File: src/rtl/ram_arb_pkg.sv
// Shared types and constants for the two-port round-robin RAM arbiter.
package ram_arb_pkg;

    typedef enum logic {StInit, StRun} state_e;

    localparam int unsigned P0 = 0;
    localparam int unsigned P1 = 1;

    function automatic int unsigned depth(input int unsigned addr_w);
        return 32'd1 << addr_w;
    endfunction

endpackage

File: src/rtl/ram_arbiter_if.sv
// Client-side access port of the RAM arbiter: request/grant handshake and read return.
interface ram_arbiter_if #(
    parameter int unsigned DATA_W = 8,
    parameter int unsigned ADDR_W = 6
);
    logic              req;
    logic              we;
    logic [ADDR_W-1:0] addr;
    logic [DATA_W-1:0] wdata;
    logic              gnt;
    logic              rvalid;
    logic [DATA_W-1:0] rdata;

    modport master (output req, we, addr, wdata, input gnt, rvalid, rdata);
    modport slave  (input req, we, addr, wdata, output gnt, rvalid, rdata);
endinterface

File: src/rtl/ram_arb_rr2.sv
// Two-way round-robin picker: on a tie the port that was not granted last wins.
module ram_arb_rr2
    import ram_arb_pkg::*;
(
    input  logic [1:0] req_i,
    input  logic       rr_last_i,
    output logic [1:0] gnt_o
);

    always_comb begin
        gnt_o = 2'b00;
        unique case (req_i)
            2'b01:   gnt_o = 2'b01;
            2'b10:   gnt_o = 2'b10;
            2'b11:   gnt_o = (rr_last_i == 1'(P1)) ? 2'b01 : 2'b10;
            default: gnt_o = 2'b00;
        endcase
    end

endmodule

File: src/rtl/ram_arbiter.sv
// Shares one single-port synchronous RAM between two clients with round-robin arbitration,
// after an optional post-reset sweep that writes INIT_VAL to every location.
module ram_arbiter
    import ram_arb_pkg::*;
#(
    parameter int unsigned       DATA_W   = 8,
    parameter int unsigned       ADDR_W   = 6,
    parameter bit                INIT_EN  = 1'b1,
    parameter logic [DATA_W-1:0] INIT_VAL = '0
) (
    input  logic              clk,
    input  logic              rst,
    ram_arbiter_if.slave      p0_io,
    ram_arbiter_if.slave      p1_io,
    output logic              init_done_o,
    output logic              ram_we_o,
    output logic [ADDR_W-1:0] ram_addr_o,
    output logic [DATA_W-1:0] ram_data_o,
    input  logic [DATA_W-1:0] ram_q_i
);

    localparam logic [ADDR_W-1:0] LastAddr = ADDR_W'(depth(ADDR_W) - 1);

    state_e            state_q, state_d;
    logic [ADDR_W-1:0] init_cnt_q, init_cnt_d;
    logic              rr_last_q, rr_last_d;
    logic [1:0]        rvalid_q, rvalid_d;
    logic              init_done_q, init_done_d;
    logic [ADDR_W-1:0] addr_hold_q;
    logic [1:0]        req, rr_gnt, gnt;

    assign req = {p1_io.req, p0_io.req};

    ram_arb_rr2 u_rr (
        .req_i     (req),
        .rr_last_i (rr_last_q),
        .gnt_o     (rr_gnt)
    );

    always_comb begin
        state_d     = state_q;
        init_cnt_d  = init_cnt_q;
        init_done_d = init_done_q;
        rr_last_d   = rr_last_q;
        gnt         = 2'b00;
        ram_we_o    = 1'b0;
        ram_addr_o  = addr_hold_q;
        ram_data_o  = '0;
        unique case (state_q)
            StInit: begin
                ram_we_o   = 1'b1;
                ram_addr_o = init_cnt_q;
                ram_data_o = INIT_VAL;
                init_cnt_d = init_cnt_q + 1'b1;
                if (init_cnt_q == LastAddr) begin
                    state_d     = StRun;
                    init_done_d = 1'b1;
                end
            end
            StRun: begin
                gnt = rr_gnt;
                if (gnt[P0]) begin
                    ram_we_o   = p0_io.we;
                    ram_addr_o = p0_io.addr;
                    ram_data_o = p0_io.wdata;
                    rr_last_d  = 1'(P0);
                end else if (gnt[P1]) begin
                    ram_we_o   = p1_io.we;
                    ram_addr_o = p1_io.addr;
                    ram_data_o = p1_io.wdata;
                    rr_last_d  = 1'(P1);
                end
            end
            default: state_d = StInit;
        endcase
    end

    // Only granted reads produce a return beat, one cycle later.
    assign rvalid_d = gnt & ~{p1_io.we, p0_io.we};

    always_ff @(posedge clk or posedge rst) begin
        if (rst) begin
            state_q     <= INIT_EN ? StInit : StRun;
            init_cnt_q  <= '0;
            init_done_q <= !INIT_EN;
            rr_last_q   <= 1'(P1);
            rvalid_q    <= 2'b00;
            addr_hold_q <= '0;
        end else begin
            state_q     <= state_d;
            init_cnt_q  <= init_cnt_d;
            init_done_q <= init_done_d;
            rr_last_q   <= rr_last_d;
            rvalid_q    <= rvalid_d;
            addr_hold_q <= ram_addr_o;
        end
    end

    assign p0_io.gnt    = gnt[P0];
    assign p1_io.gnt    = gnt[P1];
    assign p0_io.rvalid = rvalid_q[P0];
    assign p1_io.rvalid = rvalid_q[P1];
    assign p0_io.rdata  = ram_q_i;
    assign p1_io.rdata  = ram_q_i;
    assign init_done_o  = init_done_q;

endmodule
File: src/flat_wrapper.sv
// flat-port wrapper written by rule: the top's interface ports become plain ports
module ram_arbiter_flat import ram_arb_pkg::*;
#(
    parameter int unsigned       DATA_W   = 8,
    parameter int unsigned       ADDR_W   = 6,
    parameter bit                INIT_EN  = 1'b1,
    parameter logic [DATA_W-1:0] INIT_VAL = '0
)
  (clk, rst, init_done_o, ram_we_o, ram_addr_o, ram_data_o, ram_q_i, p0_io_req, p0_io_we, p0_io_addr, p0_io_wdata, p0_io_gnt, p0_io_rvalid, p0_io_rdata, p1_io_req, p1_io_we, p1_io_addr, p1_io_wdata, p1_io_gnt, p1_io_rvalid, p1_io_rdata);
  ram_arbiter_if #(.DATA_W(DATA_W), .ADDR_W(ADDR_W)) p0_io_i ();
  ram_arbiter_if #(.DATA_W(DATA_W), .ADDR_W(ADDR_W)) p1_io_i ();
  input  logic clk;
  input  logic rst;
  output logic init_done_o;
  output logic ram_we_o;
  output logic [ADDR_W-1:0] ram_addr_o;
  output logic [DATA_W-1:0] ram_data_o;
  input  logic [DATA_W-1:0] ram_q_i;
  input wire logic [$bits(p0_io_i.req)-1:0] p0_io_req;
  input wire logic [$bits(p0_io_i.we)-1:0] p0_io_we;
  input wire logic [$bits(p0_io_i.addr)-1:0] p0_io_addr;
  input wire logic [$bits(p0_io_i.wdata)-1:0] p0_io_wdata;
  output wire logic [$bits(p0_io_i.gnt)-1:0] p0_io_gnt;
  output wire logic [$bits(p0_io_i.rvalid)-1:0] p0_io_rvalid;
  output wire logic [$bits(p0_io_i.rdata)-1:0] p0_io_rdata;
  input wire logic [$bits(p1_io_i.req)-1:0] p1_io_req;
  input wire logic [$bits(p1_io_i.we)-1:0] p1_io_we;
  input wire logic [$bits(p1_io_i.addr)-1:0] p1_io_addr;
  input wire logic [$bits(p1_io_i.wdata)-1:0] p1_io_wdata;
  output wire logic [$bits(p1_io_i.gnt)-1:0] p1_io_gnt;
  output wire logic [$bits(p1_io_i.rvalid)-1:0] p1_io_rvalid;
  output wire logic [$bits(p1_io_i.rdata)-1:0] p1_io_rdata;
  assign p0_io_i.req = p0_io_req;
  assign p0_io_i.we = p0_io_we;
  assign p0_io_i.addr = p0_io_addr;
  assign p0_io_i.wdata = p0_io_wdata;
  assign p0_io_gnt = p0_io_i.gnt;
  assign p0_io_rvalid = p0_io_i.rvalid;
  assign p0_io_rdata = p0_io_i.rdata;
  assign p1_io_i.req = p1_io_req;
  assign p1_io_i.we = p1_io_we;
  assign p1_io_i.addr = p1_io_addr;
  assign p1_io_i.wdata = p1_io_wdata;
  assign p1_io_gnt = p1_io_i.gnt;
  assign p1_io_rvalid = p1_io_i.rvalid;
  assign p1_io_rdata = p1_io_i.rdata;
  ram_arbiter #(.DATA_W(DATA_W), .ADDR_W(ADDR_W), .INIT_EN(INIT_EN), .INIT_VAL(INIT_VAL)) u_core (.clk(clk), .rst(rst), .p0_io(p0_io_i), .p1_io(p1_io_i), .init_done_o(init_done_o), .ram_we_o(ram_we_o), .ram_addr_o(ram_addr_o), .ram_data_o(ram_data_o), .ram_q_i(ram_q_i));
endmodule
File: config.mk
export PLATFORM = sky130hd
export DESIGN_NAME = ram_arbiter_flat
export DESIGN_NICKNAME = d
export VERILOG_FILES = /design/src/rtl/ram_arb_pkg.sv /design/src/rtl/ram_arbiter_if.sv /design/src/rtl/ram_arb_rr2.sv /design/src/rtl/ram_arbiter.sv /design/src/flat_wrapper.sv
export SDC_FILE = /design/constraint.sdc
export NUM_CORES = 1
export LEC_CHECK = 0
export ABC_AREA = 1
export BUFFER_PORTS_ARGS = -buffer_cell sky130_fd_sc_hd__buf_2
export CAP_MARGIN = 20
export CORE_MARGIN = 2
export CORE_UTILIZATION = 45
export DETAILED_ROUTE_END_ITERATION = 12
export GPL_ROUTABILITY_DRIVEN = 0
export PLACE_DENSITY_LB_ADDON = 0.1
export RECOVER_POWER = 100
export SLEW_MARGIN = 40
export SYNTH_ARGS = -nofsm -noshare
export SYNTH_HDL_FRONTEND = slang
export SYNTH_HIERARCHICAL = 1
export SYNTH_SLANG_ARGS = --single-unit
File: constraint.sdc
create_clock -name clk -period 2.7 [get_ports clk]
set_input_delay 0 -clock clk [delete_from_list [all_inputs] [get_ports clk]]
set_output_delay 0 -clock clk [all_outputs]
set_load 0.05 [all_outputs]
==> flow_summary.json, run 1 <==
{
  "core_um2": 2500,
  "area_delta_synth_final_pct": 16.58,
  "die_h_um": 55.80,
  "syn_inst": 161,
  "syn_avg_cell_area_um2": 7.499,
  "layout_min_cycle_time_ns": 2.294,
  "cts_resized": 0,
  "p_per_area_nw_per_um2": 314.3,
  "rows": 18,
  "grt_pass1_vias": 976,
  "fin_skew_ns": 0.003819,
  "max_freq_mhz": 435.9,
  "leakage_nw": 0.8305,
  "min_path_type": "in -> out",
  "synth_cell_types": 23,
  "m1WireLength_um": 1249,
  "rsz0062_at_grt": "false",
  "finalCritPeriodShare_pct": 84.96,
  "finalWirelength_um": 2620,
  "ant_nets": 0,
  "syn_nets": 204,
  "clockRootBuffer": "clkbuf_4",
  "cts_tree": "yes",
  "portBuffers": 53,
  "start_util_pct": 48.30,
  "worst_pin_slew_ns": 0.6737,
  "cts.path.max_buffers": 2,
  "yosysTopAreaCell": "dfrtp_1",
  "antenna_found_initial": 0,
  "start_kind": "register",
  "ys_seq_area_share_pct": 35.34,
  "vias_per_cell": 4.593,
  "setup_viol": 0,
  "postCtsSetupRepairBufs": 0,
  "worstSkewPairLatency_ns": 0.29,
  "status": "finished, final reports clean",
  "top_level_ports": 78,
  "num-fill-cells": 242,
  "drc": 0,
  "hold_violations": 0,
  "critPathRequiredTime_ns": 2.70,
  "die_area_um2": 3114,
  "hpwl_um": 2026,
  "track_usage_pct": 16.77,
  "dr_wl_met2_um": 1108,
  "postCtsHoldBufs": 8,
  "netlist_area_um2": 1207,
  "post_drt_wl_per_cell_um": 11.10,
  "num_antenna_cells": 0,
  "multiInputGateArea_um2": 514.2,
  "numCtsBuffers": 3,
  "layout.area.seq_um2": 426.7,
  "tns_ns": 0,
  "relSlewSlack_pct": 55.04,
  "fin_hold_ws_ns": 0.00002417,
  "ir_drop_v": 0.0003044,
  "vias": 1084,
  "grt_max_degree": 18,
  "critPathKind": "reg -> out",
  "die_x_um": 55.80,
  "path_clk_slew_ns": 0.09,
  "highest_layer": "met4",
  "synth_area_leaders": "dfrtp_1 33%, nand2_1 18%, buf_4 11%, nand2_2 5.2%, inv_1 4.7%",
  "fin_nets": 250,
  "cap_violations": 0,
  "arrival_ns": 2.29,
  "wl_met3_um": 238,
  "layout-drive-gt1-share_pct": 32.52,
  "ctsHtreeMaxLevel": 1,
  "drt_iter0_markers": 49,
  "overflow": 0,
  "ys_seq_elements": 17,
  "synth_top_area_share_pct": 33.16,
  "path_max_fanout": 10,
  "dr.pass1.iters": 5,
  "cts.sinks": 17,
  "end_kind": "output pin",
  "grt_pass1_wl_um": 4229,
  "drv_slew": 0,
  "synth_warnings": 6
}
## area by class of cell
cell class / count / area share [%]
multi-input combinational: 107 / 36.53
clock buffer: 4 / 1.867
tap: 30 / 2.667
inverter: 17 / 4.800
sequential: 17 / 30.31
timing repair buffer: 61 / 23.82
## layer usage
layer / GRT usage, % / vias up
met5: 0 / -
met4: 3.833 / 0
met3: 6.279 / 7
met2: 25.68 / 42
met1: 22.51 / 463
li1: - / 572
## power breakdown
part	internal [W]	switching, W	total, W
registers	0.000254	0	0.000254
logic	0.0000289	0.0000261	0.0000550
clock network	0.0000574	0.0000755	0.000133
total	0.000341	0.000102	0.000442
## logic make-up after synthesis
| family | synth area share, % |
|---|---|
| compound gates | 6.217 |
| xor+xnor | 1.451 |
| fa+ha+maj | 1.036 |
| buf+inv | 20.00 |
| flops | 35.34 |
| simple gates | 35.96 |
## final timing paths
check / startpoint / endpoint / slack (ns) / cells after the start
worst min register to register: u_core/init_done_o / u_core/init_done_o / 0.49 / 2
worst min-delay path: ram_q_i[7] / p1_io_rdata[7] / 0.00002 / 0
max in group asynchronous: rst / u_core/init_cnt_q[0] / 1.93 / 3
min in group asynchronous: rst / u_core/addr_hold_q[4] / 0.34 / 3
worst max register to register: u_core/state_q / u_core/addr_hold_q[0] / 0.96 / 5
worst max-delay path: u_core/rr_last_q / ram_data_o[4] / 0.41 / 4
## critical path: stages (launching register included)
cell and delay (ns):
dfstp_1 0.39, a21oi_1 0.53, nand2_1 0.40, o21ai_2 0.21, clkbuf_1 0.48
## registers in the layout (all words and copies together), names as in the netlist
register	count
u_core/rvalid_q	2
u_core/init_done_o	1
u_core/rr_last_q	1
u_core/addr_hold_q	6
u_core/init_cnt_q	6
u_core/state_q	1
## cell usage after synthesis
cell	count
ha_1	1
buf_4	17
o21ai_2	4
inv_1	15
a21oi_1	2
dfstp_2	1
nand3_2	5
nor2_4	1
nand2_1	59
buf_6	2
xnor2_1	1
nand2_4	2
xor2_1	1
dfrtp_1	16
nor2_1	8
nand3_1	6
o21ai_0	5
buf_12	1
inv_6	1
inv_4	1
o21ai_1	1
nand2_2	10
nand4_1	1
## placed cells by master, fill, tap and decap left out
cell type,instances
clkbuf_1,9
dfstp_1,1
buf_2,44
a21oi_1,2
nand2_4,1
nand2_2,9
nand4_1,1
nor2_1,8
xor2_1,1
xnor2_1,1
o21ai_0,5
nand3_2,2
clkbuf_4,3
clkbuf_2,1
ha_1,1
inv_4,1
nand3_1,9
o21ai_1,1
clkinvlp_2,1
dlygate4sd3_1,8
dfrtp_1,16
inv_1,15
nand2_1,61
nor2_4,1
o21ai_2,4
## through the flow
stage / power [W] / instances / instance area, µm² / util (%) / setup slack (ns)
2_1_floorplan: 0.0003426 / 161 / 1207 / - / 0.8152
3_3_place_gp: 0.0003057 / 224 / 1340 / 53.60 / 1.039
3_5_place_dp: 0.0003063 / 224 / 1340 / 53.60 / 0.9578
4_1_cts: 0.0004543 / 236 / 1446 / 57.86 / 0.6186
5_1_grt: 0.0004726 / 236 / 1408 / 56.31 / 0.2167
6_report: 0.0004424 / 236 / 1408 / 56.31 / 0.4061
Power figures use the tool's default switching activity.
==> run 2, diff against run 1 <==
Settings changed: CORE_UTILIZATION 45 to 42.
Clock period 2.7 ns to 2.25 ns, I/O delays scaled along.
==> flow_summary.json, run 2 (same netlist as run 1, synthesis figures left out) <==
{
  "p_sw_share_pct": 24.18,
  "top_level_ports": 78,
  "numCtsBuffers": 3,
  "path_clk_slew_ns": 0.10,
  "final_common_cell": "nand2_1",
  "layout-drive-gt1-share_pct": 33.33,
  "postCtsSetupRepairBufs": 0,
  "cap_violations": 0,
  "finalCritPeriodShare_pct": 87.65,
  "area_delta_synth_final_pct": 17.72,
  "critPathRequiredTime_ns": 2.25,
  "critPathKind": "reg -> out",
  "status": "finished, final reports clean",
  "hpwl_um": 2185,
  "seq_power_share_pct": 56.9,
  "portBuffers": 53,
  "grt_pass1_wl_um": 4733,
  "p_per_area_nw_per_um2": 377.8,
  "die_h_um": 57.62,
  "cts.path.max_buffers": 2,
  "clockRootBuffer": "clkbuf_4",
  "finalWirelength_um": 2797,
  "setup_viol": 0,
  "end_kind": "output pin",
  "leakage_nw": 0.8404,
  "p_clk_share_pct": 30.5,
  "ant_nets": 0,
  "ctsHtreeMaxLevel": 1,
  "max_freq_mhz": 507.1,
  "ir_drop_v": 0.0002304,
  "reg2reg_slack_ns": 0.69,
  "vias_per_cell": 4.761,
  "die_area_um2": 3319,
  "fin_nets": 251,
  "layout_min_cycle_time_ns": 1.972,
  "hold_violations": 0,
  "path_max_fanout": 14,
  "cts_tree": "yes",
  "p_int_w": 0.0004071,
  "post_drt_wl_per_cell_um": 11.75,
  "comb_power_share_pct": 12.7,
  "cts.sinks": 17,
  "worst_pin_slew_ns": 0.6685,
  "grt_pass1_vias": 1101,
  "num-fill-cells": 266,
  "grt_max_degree": 18,
  "postCtsHoldBufs": 8,
  "top_regs": "u_core/addr_hold_q (6), u_core/init_cnt_q (6), u_core/rvalid_q (2)",
  "num_antenna_cells": 0,
  "worstSkewPairLatency_ns": 0.29,
  "rows": 19,
  "tns_ns": 0,
  "relSlewSlack_pct": 55.38,
  "antenna_found_initial": 0,
  "track_usage_pct": 18.33,
  "fin_skew_ns": 0.006670,
  "start_kind": "register",
  "cts_resized": 0,
  "die_x_um": 57.62,
  "rsz0062_at_grt": "false",
  "final_cell_mix": "66 x nand2_1, 33 x buf_2, 16 x dfrtp_1, 15 x inv_1, 14 x clkbuf_2",
  "core_um2": 2734,
  "start_util_pct": 44.16,
  "fin_hold_ws_ns": 0.0001853,
  "overflow": 0,
  "vias": 1133,
  "dr.pass1.iters": 4,
  "arrival_ns": 1.97,
  "drc": 0,
  "p_sw_w": 0.0001299,
  "drt_iter0_markers": 23,
  "min_path_type": "in -> out",
  "drv_slew": 0
}
[run 2: per-stage QoR]
stage | cell area [µm²] | setup WS, ns | util, % | instances | total power (W)
2_1_floorplan | 1207 | 0.3652 | - | 161 | 0.0004111
3_3_place_gp | 1349 | 0.8094 | 49.34 | 226 | 0.0003699
3_5_place_dp | 1349 | 0.7379 | 49.34 | 226 | 0.0003716
4_1_cts | 1456 | 0.3966 | 53.27 | 238 | 0.0005491
5_1_grt | 1421 | 0.1562 | 51.99 | 238 | 0.0005650
6_report | 1421 | 0.2778 | 51.99 | 238 | 0.0005370
[run 2: metal layers]
layer  part of all wire [%]  vias up  GRT usage (%)  routed length, µm
met1                     40      510          20.85               1108
li1                       -      567              -                  -
met5                      0        -              0                  0
met2                     51       54          32.95               1434
met3                    8.1        2          3.571                226
met4                    1.0        0          8.306                 28
[run 2: area by class of cell]
cell class / instances / area [µm²] / area share [%]
Clock buffer: 3 / 22.52 / 1.585
Inverter: 17 / 71.32 / 5.018
Sequential cell: 17 / 426.7 / 30.02
Multi-Input combinational cell: 107 / 511.7 / 36.00
Timing Repair Buffer: 62 / 345.3 / 24.30
Tap cell: 31 / 38.79 / 2.729
Clock inverter: 1 / 5.005 / 0.3521
[run 2: worst max-delay path: stages, from the launching register on]
cell,delay [ns]
dfstp_1,0.57
nand3_1,0.09
nand2_1,0.15
nand2_1,0.16
inv_4,0.21
clkbuf_1,0.49
[run 2: final timing paths]
path | startpoint | endpoint | depth (start not counted)
max | u_core/rr_last_q | p0_io_gnt | 5
min reg2reg | u_core/init_done_o | u_core/init_done_o | 2
max reg2reg | u_core/rr_last_q | u_core/rr_last_q | 6
min in group asynchronous | rst | u_core/rvalid_q[1] | 3
min | ram_q_i[4] | p1_io_rdata[4] | 0
max in group asynchronous | rst | u_core/addr_hold_q[5] | 3
[run 2: power groups by stage]
stage	logic [W]	clock network [W]	registers [W]
6_report	0.0000680	0.000164	0.000305
5_1_grt	0.0000770	0.000183	0.000305
4_1_cts	0.0000712	0.000172	0.000305
3_5_place_dp	0.0000602	0	0.000311
3_3_place_gp	0.0000585	0	0.000311
2_1_floorplan	0.0000998	0	0.000311
